--- src/rtl/nvdla_cvt_arb_pkg.sv ---
// Shared constants for the fp16->fp32 converter arbiter.
//   FP16_W / FP32_W : operand and result payload widths
//   tag_width()     : width of a requester index tag for a given NREQ
package nvdla_cvt_arb_pkg;

  localparam int FP16_W   = 16;
  localparam int FP32_W   = 32;
  localparam int NREQ_MAX = 8;

  // A tag must be at least one bit wide even for degenerate requester counts.
  function automatic int tag_width(input int nreq);
    return (nreq <= 1) ? 1 : $clog2(nreq);
  endfunction

endpackage

--- src/rtl/nvdla_fp16_to_fp32_arb_if.sv ---
// Handshake bundle between the requesters, the arbiter and the shared
// fp16->fp32 converter.
//   req_*     : per-requester request channel (valid/ready/fp16 payload)
//   cvt_in_*  : converter input channel (chn_a)
//   cvt_out_* : converter output channel (chn_o)
//   rsp_*     : per-requester response channel (one-hot valid, broadcast pd)
// slave  : the arbiter's view
// master : the surrounding environment's view (requesters + converter)
interface nvdla_fp16_to_fp32_arb_if
  import nvdla_cvt_arb_pkg::*;
#(
  parameter int NREQ = 4
);

  logic [NREQ-1:0]        req_vld;
  logic [NREQ-1:0]        req_rdy;
  logic [NREQ*FP16_W-1:0] req_pd;
  logic                   cvt_in_vld;
  logic                   cvt_in_rdy;
  logic [FP16_W-1:0]      cvt_in_pd;
  logic                   cvt_out_vld;
  logic                   cvt_out_rdy;
  logic [FP32_W-1:0]      cvt_out_pd;
  logic [NREQ-1:0]        rsp_vld;
  logic [NREQ-1:0]        rsp_rdy;
  logic [FP32_W-1:0]      rsp_pd;

  modport slave (
    input  req_vld, req_pd, cvt_in_rdy, cvt_out_vld, cvt_out_pd, rsp_rdy,
    output req_rdy, cvt_in_vld, cvt_in_pd, cvt_out_rdy, rsp_vld, rsp_pd
  );

  modport master (
    output req_vld, req_pd, cvt_in_rdy, cvt_out_vld, cvt_out_pd, rsp_rdy,
    input  req_rdy, cvt_in_vld, cvt_in_pd, cvt_out_rdy, rsp_vld, rsp_pd
  );

endinterface

--- src/rtl/nvdla_cvt_tag_fifo.sv ---
// In-order tag FIFO: records which requester owns each in-flight conversion.
//   clk_i, rst_ni : clock, async active-low reset
//   push_i/din_i  : write a tag (caller guarantees not full)
//   pop_i         : drop the head tag (caller guarantees not empty)
//   dout_o        : head tag
//   full_o/empty_o/count_o : occupancy status
// DEPTH must be a power of two so the pointers wrap naturally.
module nvdla_cvt_tag_fifo #(
  parameter int DEPTH = 4,
  parameter int W     = 2
) (
  input  logic                   clk_i,
  input  logic                   rst_ni,
  input  logic                   push_i,
  input  logic                   pop_i,
  input  logic [W-1:0]           din_i,
  output logic [W-1:0]           dout_o,
  output logic                   full_o,
  output logic                   empty_o,
  output logic [$clog2(DEPTH):0] count_o
);

  localparam int PTR_W = $clog2(DEPTH);
  localparam int CNT_W = PTR_W + 1;

  logic [W-1:0]     mem_q [DEPTH];
  logic [PTR_W-1:0] wr_ptr_q, wr_ptr_d;
  logic [PTR_W-1:0] rd_ptr_q, rd_ptr_d;
  logic [CNT_W-1:0] count_q, count_d;

  always_comb begin
    wr_ptr_d = wr_ptr_q;
    rd_ptr_d = rd_ptr_q;
    count_d  = count_q;
    if (push_i) wr_ptr_d = wr_ptr_q + 1'b1;
    if (pop_i)  rd_ptr_d = rd_ptr_q + 1'b1;
    // Push and pop together leave the occupancy unchanged.
    case ({push_i, pop_i})
      2'b10:   count_d = count_q + 1'b1;
      2'b01:   count_d = count_q - 1'b1;
      default: count_d = count_q;
    endcase
  end

  always_ff @(posedge clk_i or negedge rst_ni) begin
    if (!rst_ni) begin
      wr_ptr_q <= '0;
      rd_ptr_q <= '0;
      count_q  <= '0;
    end else begin
      wr_ptr_q <= wr_ptr_d;
      rd_ptr_q <= rd_ptr_d;
      count_q  <= count_d;
    end
  end

  // Storage carries no reset; entries are only read while counted as valid.
  always_ff @(posedge clk_i) begin
    if (push_i) mem_q[wr_ptr_q] <= din_i;
  end

  assign dout_o  = mem_q[rd_ptr_q];
  assign full_o  = (count_q == CNT_W'(DEPTH));
  assign empty_o = (count_q == '0);
  assign count_o = count_q;

endmodule

--- src/rtl/nvdla_fp16_to_fp32_arb.sv ---
// Round-robin arbiter sharing one fp16->fp32 converter among NREQ requesters.
//   nvdla_core_clk, nvdla_core_rstn : clock, async active-low reset
//   bus        : request / converter / response handshakes (slave view)
//   inflight   : number of conversions issued but not yet returned
//   err_orphan : sticky flag, a converter result arrived with no owner tag
// Requests are granted combinationally; each accepted request's index is
// queued so converter results are routed back in issue order.
module nvdla_fp16_to_fp32_arb
  import nvdla_cvt_arb_pkg::*;
#(
  parameter int NREQ  = 4,
  parameter int DEPTH = 4
) (
  input  logic                    nvdla_core_clk,
  input  logic                    nvdla_core_rstn,
  nvdla_fp16_to_fp32_arb_if.slave bus,
  output logic [$clog2(DEPTH):0]  inflight,
  output logic                    err_orphan
);

  localparam int TAG_W = tag_width(NREQ);
  localparam int CNT_W = $clog2(DEPTH) + 1;

  logic [TAG_W-1:0] rr_ptr_q, rr_ptr_d;
  logic             lock_q, lock_d;
  logic [TAG_W-1:0] lock_idx_q, lock_idx_d;
  logic             err_orphan_q, err_orphan_d;

  logic [TAG_W-1:0] rr_grant;
  logic [TAG_W-1:0] rr_idx;
  logic             rr_found;
  logic [TAG_W-1:0] grant;
  logic [TAG_W-1:0] head;
  logic             head_rdy;
  logic             full;
  logic             empty;
  logic [CNT_W-1:0] count;
  logic             fire_in;
  logic             fire_out;

  // Round-robin search: first valid requester at or after rr_ptr, mod NREQ.
  always_comb begin
    rr_grant = rr_ptr_q;
    rr_found = 1'b0;
    rr_idx   = '0;
    for (int k = 0; k < NREQ; k++) begin
      rr_idx = TAG_W'((int'(rr_ptr_q) + k) % NREQ);
      if (!rr_found && bus.req_vld[rr_idx]) begin
        rr_found = 1'b1;
        rr_grant = rr_idx;
      end
    end
  end

  // A stalled offer keeps its grant so the converter sees a stable payload.
  assign grant = lock_q ? lock_idx_q : rr_grant;

  // A full tag FIFO blocks new work even if a result drains this cycle.
  assign bus.cvt_in_vld = (|bus.req_vld) & ~full;
  assign fire_in        = bus.cvt_in_vld & bus.cvt_in_rdy;
  assign fire_out       = bus.cvt_out_vld & bus.cvt_out_rdy;

  always_comb begin
    bus.req_rdy   = '0;
    bus.cvt_in_pd = '0;
    bus.rsp_vld   = '0;
    head_rdy      = 1'b0;
    for (int i = 0; i < NREQ; i++) begin
      if (grant == TAG_W'(i)) begin
        bus.req_rdy[i] = fire_in;
        bus.cvt_in_pd  = bus.req_pd[i*FP16_W +: FP16_W];
      end
      if (head == TAG_W'(i)) begin
        bus.rsp_vld[i] = bus.cvt_out_vld & ~empty;
        head_rdy       = bus.rsp_rdy[i];
      end
    end
  end

  assign bus.cvt_out_rdy = ~empty & head_rdy;
  assign bus.rsp_pd      = bus.cvt_out_pd;

  always_comb begin
    rr_ptr_d     = rr_ptr_q;
    lock_d       = lock_q;
    lock_idx_d   = lock_idx_q;
    err_orphan_d = err_orphan_q | (bus.cvt_out_vld & empty);
    if (fire_in) begin
      lock_d   = 1'b0;
      rr_ptr_d = (grant == TAG_W'(NREQ - 1)) ? '0 : grant + 1'b1;
    end else if (bus.cvt_in_vld) begin
      lock_d     = 1'b1;
      lock_idx_d = grant;
    end
  end

  always_ff @(posedge nvdla_core_clk or negedge nvdla_core_rstn) begin
    if (!nvdla_core_rstn) begin
      rr_ptr_q     <= '0;
      lock_q       <= 1'b0;
      lock_idx_q   <= '0;
      err_orphan_q <= 1'b0;
    end else begin
      rr_ptr_q     <= rr_ptr_d;
      lock_q       <= lock_d;
      lock_idx_q   <= lock_idx_d;
      err_orphan_q <= err_orphan_d;
    end
  end

  nvdla_cvt_tag_fifo #(
    .DEPTH (DEPTH),
    .W     (TAG_W)
  ) u_tag_fifo (
    .clk_i   (nvdla_core_clk),
    .rst_ni  (nvdla_core_rstn),
    .push_i  (fire_in),
    .pop_i   (fire_out),
    .din_i   (grant),
    .dout_o  (head),
    .full_o  (full),
    .empty_o (empty),
    .count_o (count)
  );

  assign inflight   = count;
  assign err_orphan = err_orphan_q;

endmodule
--- src/flat_wrapper.sv ---
// flat-port wrapper written by rule: the top's interface ports become plain ports
module nvdla_fp16_to_fp32_arb_flat import nvdla_cvt_arb_pkg::*;
#(
  parameter int NREQ  = 4,
  parameter int DEPTH = 4
)
  (nvdla_core_clk, nvdla_core_rstn, inflight, err_orphan, bus_req_vld, bus_req_pd, bus_cvt_in_rdy, bus_cvt_out_vld, bus_cvt_out_pd, bus_rsp_rdy, bus_req_rdy, bus_cvt_in_vld, bus_cvt_in_pd, bus_cvt_out_rdy, bus_rsp_vld, bus_rsp_pd);
  nvdla_fp16_to_fp32_arb_if #(.NREQ(NREQ)) bus_i ();
  input  logic nvdla_core_clk;
  input  logic nvdla_core_rstn;
  output logic [$clog2(DEPTH):0] inflight;
  output logic err_orphan;
  input wire logic [$bits(bus_i.req_vld)-1:0] bus_req_vld;
  input wire logic [$bits(bus_i.req_pd)-1:0] bus_req_pd;
  input wire logic [$bits(bus_i.cvt_in_rdy)-1:0] bus_cvt_in_rdy;
  input wire logic [$bits(bus_i.cvt_out_vld)-1:0] bus_cvt_out_vld;
  input wire logic [$bits(bus_i.cvt_out_pd)-1:0] bus_cvt_out_pd;
  input wire logic [$bits(bus_i.rsp_rdy)-1:0] bus_rsp_rdy;
  output wire logic [$bits(bus_i.req_rdy)-1:0] bus_req_rdy;
  output wire logic [$bits(bus_i.cvt_in_vld)-1:0] bus_cvt_in_vld;
  output wire logic [$bits(bus_i.cvt_in_pd)-1:0] bus_cvt_in_pd;
  output wire logic [$bits(bus_i.cvt_out_rdy)-1:0] bus_cvt_out_rdy;
  output wire logic [$bits(bus_i.rsp_vld)-1:0] bus_rsp_vld;
  output wire logic [$bits(bus_i.rsp_pd)-1:0] bus_rsp_pd;
  assign bus_i.req_vld = bus_req_vld;
  assign bus_i.req_pd = bus_req_pd;
  assign bus_i.cvt_in_rdy = bus_cvt_in_rdy;
  assign bus_i.cvt_out_vld = bus_cvt_out_vld;
  assign bus_i.cvt_out_pd = bus_cvt_out_pd;
  assign bus_i.rsp_rdy = bus_rsp_rdy;
  assign bus_req_rdy = bus_i.req_rdy;
  assign bus_cvt_in_vld = bus_i.cvt_in_vld;
  assign bus_cvt_in_pd = bus_i.cvt_in_pd;
  assign bus_cvt_out_rdy = bus_i.cvt_out_rdy;
  assign bus_rsp_vld = bus_i.rsp_vld;
  assign bus_rsp_pd = bus_i.rsp_pd;
  nvdla_fp16_to_fp32_arb #(.NREQ(NREQ), .DEPTH(DEPTH)) u_core (.nvdla_core_clk(nvdla_core_clk), .nvdla_core_rstn(nvdla_core_rstn), .bus(bus_i), .inflight(inflight), .err_orphan(err_orphan));
endmodule
--- config.mk ---
export PLATFORM = sky130hd
export DESIGN_NAME = nvdla_fp16_to_fp32_arb_flat
export DESIGN_NICKNAME = d
export VERILOG_FILES = /design/src/rtl/nvdla_cvt_arb_pkg.sv /design/src/rtl/nvdla_fp16_to_fp32_arb_if.sv /design/src/rtl/nvdla_cvt_tag_fifo.sv /design/src/rtl/nvdla_fp16_to_fp32_arb.sv /design/src/flat_wrapper.sv
export SDC_FILE = /design/constraint.sdc
export NUM_CORES = 1
export LEC_CHECK = 0
export BUFFER_PORTS_ARGS = -buffer_cell sky130_fd_sc_hd__buf_4
export CORE_UTILIZATION = 38
export DETAILED_ROUTE_END_ITERATION = 6
export MAX_ROUTING_LAYER = met4
export PLACE_DENSITY_LB_ADDON = 0.15
export SETUP_SLACK_MARGIN = 0.02
export SLEW_MARGIN = 40
export SYNTH_ARGS = -nofsm -noshare
export SYNTH_HDL_FRONTEND = slang
export SYNTH_SLANG_ARGS = --single-unit
--- constraint.sdc ---
create_clock -name nvdla_core_clk -period 4.8 [get_ports nvdla_core_clk]
set_input_delay 1.2 -clock nvdla_core_clk [delete_from_list [all_inputs] [get_ports nvdla_core_clk]]
set_output_delay 1.2 -clock nvdla_core_clk [all_outputs]
set_load 0.005 [all_outputs]
# == Yosys cells after proc, flatten, opt, wreduce, memory -nomap -nowiden ==
# Memory sizes are Yosys's and may differ from the RTL's.
# Index checks and enable logic that the tools add are counted.
# W data, S select, Z words.
# op_classes
magnitude_cmp,4
add_sub_neg,8
bitwise_logic,10
n_reduce_logical,13
mux,37
n_eq_ne,9
# ops
cell,n
$mux W16,4
$mux W1,23
$lt A2 B3 Y1 const B,4
$eq A2 B2 Y1 const B,5
$mux W2,5
$add A2 B1 Y2 const B,4
$bmux W1 S2,4
$and A1 B1 Y1,6
$eq A2 B1 Y1 const B,3
$pmux W3 S2,1
$add A2 B2 Y2 const B,2
$logic_not A2 Y1,2
$reduce_bool A2 Y1,2
$reduce_or A4 Y1,1
$add A3 B1 Y3 const B,1
$eq A3 B3 Y1 const B,1
$logic_and A1 B1 Y1,3
$logic_not A1 Y1,3
$logic_not A3 Y1,1
$not A1 Y1,3
$sub A3 B1 Y3 const B,1
$reduce_and A2 Y1,1
$or A1 B1 Y1,1
# word_totals
input_bits,108
ff_bits,13
out_inout_bits,62
n_memories,1
mem_bits_rw,8
word_cells,89
# mem_list
name,depth,word_bits,read_ports,rd_ports_with_merged_regs,write_ports,line_no,text
u_core.u_tag_fifo.mem_q,4,2,1,0,1,nvdla_cvt_tag_fifo.sv:26,logic [W-1:0] mem_q [DEPTH];

# == Depth between registers and ports, before layout ==
# depth
depth_word,18
ltp_mapped,12

# == By module ==
# A second synthesis with hierarchy kept.
# hier_totals
hier_cells,213
area_unflattened_um2,1954.4
# by_module_without_submodules
mod,seq_area_each_um2,cells_per_inst,area_per_inst_um2,instances
nvdla_fp16_to_fp32_arb,150.1,167,1266.2,1
nvdla_cvt_tag_fifo,415.4,46,688.2,1

# == Worst setup path after synthesis ==
# Ideal clock, no wire load.
# synth_path
kind,input port to output port
startpoint,in bus_req_vld[2]
endpoint,out bus_cvt_in_pd[0]
cell_stages,11
arrival_ps,3208
path_buffers,2
setup_slack_ps,392
cell_sequence,nor2b_1 o21ai_0 o211ai_1 o21ai_0 ha_1 clkbuf_1 clkbuf_1 a22oi_1 nor2_1 a21oi_1 o21ai_0
# synth_via
elab_chain_cells,18
elab_cells_between_ends,29
classes_between,eq/ne: 3; mux: 19; reduce/logical: 7
# synth_lines
item,line_no,text
start: declaration,flat_wrapper.sv:13,input wire logic [$bits(bus_i.req_vld)-1:0] bus_req_vld;
$bmux W1 S2,nvdla_fp16_to_fp32_arb.sv:48,if (!rr_found && bus.req_vld[rr_idx]) begin
$mux W1 (not written as such),nvdla_fp16_to_fp32_arb.sv:48,
$mux W1,nvdla_fp16_to_fp32_arb.sv:48,
$logic_not A1 Y1,nvdla_fp16_to_fp32_arb.sv:48,
$logic_and A1 B1 Y1,nvdla_fp16_to_fp32_arb.sv:48,
$mux W1,nvdla_fp16_to_fp32_arb.sv:48,
$logic_not A1 Y1,nvdla_fp16_to_fp32_arb.sv:48,
$logic_and A1 B1 Y1,nvdla_fp16_to_fp32_arb.sv:48,
$mux W1,nvdla_fp16_to_fp32_arb.sv:48,
$logic_not A1 Y1,nvdla_fp16_to_fp32_arb.sv:48,
$logic_and A1 B1 Y1,nvdla_fp16_to_fp32_arb.sv:48,
$mux W2 *,nvdla_fp16_to_fp32_arb.sv:48,
$mux W2 *,nvdla_fp16_to_fp32_arb.sv:56,assign grant = lock_q ? lock_idx_q : rr_grant;
named net u_core.grant[0],nvdla_fp16_to_fp32_arb.sv:32,logic [TAG_W-1:0] grant;
$logic_not A2 Y1,nvdla_fp16_to_fp32_arb.sv:69,if (grant == TAG_W'(i)) begin
$mux W16 (3 in a row),nvdla_fp16_to_fp32_arb.sv:69,
$mux W16 *,nvdla_fp16_to_fp32_arb.sv:69,
end: declaration,flat_wrapper.sv:21,output wire logic [$bits(bus_i.cvt_in_pd)-1:0] bus_cvt_in_pd;
# The timed path passes the listed nets; every way through them passes the cells marked *. The select of a mux whose other input is x is not followed.

# == Worst setup path in the final report ==
# layout_path
startpoint,in bus_req_vld[1]
endpoint,out bus_cvt_in_pd[12]
# The elaborated chain is that of the path after synthesis.

==> impl_results.md <==
- Outcome: finished clean
- Top Ports: 170
- Top flip-flop cell by instance count after synthesis: dfrtp_1
- CP cell instances: buf_4 > nor2_1 > a22o_1 > o32ai_1 > o21ai_0 > inv_1 > ha_1 > buf_6 > nand3b_1 > a21oi_1 > a21oi_1 > o21ai_0 > buf_4
- Max Clock Freq: 0.224 GHz
- Hold Crit Start: u_core.err_orphan$_DFF_PN0_
- N_diodes: 0
- Worst Setup Start Kind: input port
- Number of cells in the design after placement: 374
- Iteration count of the initial detailed-routing pass: 4
- Final Setup Violations: 0
- Number of levels the H-tree was split into: 1
- Drt total wl: 4720 um
- Beginning of the critical path: bus_req_vld[1]
- Aggregate global-route resource usage: 18.0%
- FF+latch area: 566 sq um
- Max transition margin: 65.3%
- Average via count per standard cell: 4.82
- Final global-route overflow total: 0
- Net count, final: 430
- Total number of yosys warnings: 0
- FP Rows: 25
- Critical path buffer and inverter count: 4
- Number of setup buffers added after CTS: 0
- Count of hold-fix buffers inserted at cts: 0
- CTS tree: done
- Fin util: 55.1%
- Initial antenna violation count: 0
- Cell with the most instances after synthesis: nand2_1
- Largest area contributor in the synthesized netlist: dfrtp_1
- Post-route minimum period: 4450 ps
- Critical Path Sink Type: primary output
- Share of flip-flops with an asynchronous set or reset after synthesis: 61.9%
- Least setup slack across all paths after layout: 346 ps
- Fraction of final layout cells with drive strength greater than 1: 40.2%
- Total power density per cell area: 592 nW/um^2
- Count of mapped cells out of synthesis: 239
- Count of flip-flops with a built-in enable after synthesis: 8
- Yosys top cell area share: 16.9%
- Number of remaining DRC errors: 0
- Global-route wire length before repair: 7410 um
- Avg WL per Cell: 12.5 um
- Final hold violations: 0
- Sequential element share of the synthesized area: 29.4%
- Initial Util: 40.2%
- Crit path kind: in -> out
- CTS Sinks: 21
- Count of cells along the worst hold path: 1
- Synth top area cells: dfrtp_1, buf_4, edfxtp_1
- RSZ-0062 raised after global routing: no
- Number of cells upsized or downsized after cts: 0
- Total die area: 5350 sq um
- Portion of the clock cycle consumed by the worst path in the final layout: 92.8%
- Count of placed standard cells in the final layout, fillers left out: 378
- Cell with the largest stage delay on the worst path: o21ai_0
- Count of state elements after synthesis: 21
- Number of clock buffers inserted by TritonCTS: 3
- Post-DRT Antenna Nets: 0
- Worst flop-to-flop path startpoint: u_core.u_tag_fifo.rd_ptr_q[0]$_DFFE_PN0P_
- Die height: 73.2 um
- Number of cells on the critical path: 13
- Count of vias placed by the detailed router: 1,823
- Number of slew-limit violations in the final report: 0
- Critical Path Fanout Max: 26
- Max-capacitance violation count: 0
- Number of distinct library cells after synthesis: 35
- Fill cell instance count of the final layout: 493
- Clk Latency, worst-skew pair: 250 ps
- Placement Setup Slack: 242 ps
- Die width: 73.2 um
- Depth of the worst register-to-register path: 9
- Worst Path Required: 3600 ps
- Netlist area before placement: 1920 sq um
- Synthesis-to-finish area growth: 37.0%
- Data arrival time of the worst path: 3250 ps
- Post-Route Setup TNS: 0 ps
- Multi-input combinational cell area: 1050 sq um
- Worst ir drop on vdd: 0.353 mV
- Worst-case clock buffer depth: 2
- Iter 0 DRT Violations: 53
- Via count of the first global-routing pass: 1,667
- Leak Pwr: 1.24 nW
- Placer's final routability congestion estimate: 0.919
- Average instance area after synthesis: 8.05 sq um
- Clk_skew: 4.32 ps
- HP Class: reg -> reg
- Actual transition at the worst max-transition pin: 521 ps
- Largest net degree at the start of global routing: 30
- Number of buffers inserted by port buffering: 105
- Placeable core region: 4790 sq um
- Worst hold-check slack: 462 ps
- Clock slew at reported path FFs: 70 ps
- CP top delay family: compound AO/OA/AOI/OAI gates
- Detailed-placement wirelength estimate: 3840 um
- Worst R2R Setup Slack: 2040 ps
- Total nets after synthesis: 357
- Top cells by instance count after synthesis: nand2_1, buf_4, a21oi_1
- Maximum cell stage delay along the critical path: 300 ps
- Root Buffer: clkbuf_8
## power breakdown
part / internal [mW] / switching (mW) / total (mW)
sequential: 0.273 / 0.0596 / 0.333
clock: 0.0589 / 0.0500 / 0.109
combinational: 0.588 / 0.531 / 1.12
total: 0.920 / 0.641 / 1.56
## cell usage in the layout (no fill, tap or decap), types with 2 or more instances in the layout
| cell | count |
|---|---|
| nor2b_1 | 4 |
| xnor2_1 | 3 |
| inv_1 | 9 |
| clkbuf_8 | 3 |
| mux2_2 | 2 |
| nor2_1 | 14 |
| o21ai_0 | 21 |
| nand3b_1 | 11 |
| mux2i_1 | 3 |
| ha_1 | 8 |
| and2b_2 | 2 |
| a21oi_1 | 28 |
| nand2_1 | 34 |
| dfrtp_1 | 13 |
| a22oi_1 | 6 |
| xor2_1 | 3 |
| edfxtp_1 | 8 |
| buf_4 | 110 |
| and3_1 | 8 |
## path summary, 6_finish.rpt
path / endpoint
worst max-delay path: bus_cvt_in_pd[12]
worst min-delay path: u_core.err_orphan$_DFF_PN0_
worst max register to register: u_core.u_tag_fifo.count_o[2]$_DFFE_PN0P_
worst min register to register: u_core.err_orphan$_DFF_PN0_
max in group asynchronous: u_core.u_tag_fifo.wr_ptr_q[0]$_DFFE_PN0P_
min in group asynchronous: u_core.u_tag_fifo.count_o[2]$_DFFE_PN0P_
## final cells by class
cell class	count	share of cell area, %
sequential	21	21.5
multi-input combinational	165	39.9
tap	67	3.18
inverter	9	1.28
clock buffer	4	1.71
timing repair buffer	112	32.5
## layer usage
metal,part of all wire [%],vias up,GRT usage [%]
met2,51,56,29.1
li1,-,935,-
met1,44,828,23.5
met5,0,-,-
met4,0.66,0,6.32
met3,4.9,4,1.80
## flip-flops by register name, indices dropped and copies added (netlist names)
register,flops
u_core.err_orphan,1
u_core.lock_idx_q,2
u_core.lock_q,1
u_core.rr_ptr_q,2
u_core.u_tag_fifo.count_o,3
u_core.u_tag_fifo.mem_q,8
u_core.u_tag_fifo.rd_ptr_q,2
u_core.u_tag_fifo.wr_ptr_q,2
## logic make-up after synthesis
group	after synthesis	synth area share [%]
buf+inv	53	16.6
fa+ha+maj	10	6.89
mux	7	5.27
xor+xnor	6	2.73
simple gates	78	20.3
flops	21	29.4
compound gates	64	18.9
## per-stage QoR
step / total power, mW / cell area [sq um]
global placement: 1.44 / 2580
global route: 1.73 / 2640
detailed placement: 1.45 / 2580
floorplan: 0.985 / 1920
CTS: 1.57 / 2620
finish: 1.56 / 2640
Note: power is estimated with default switching activity, not from simulation.
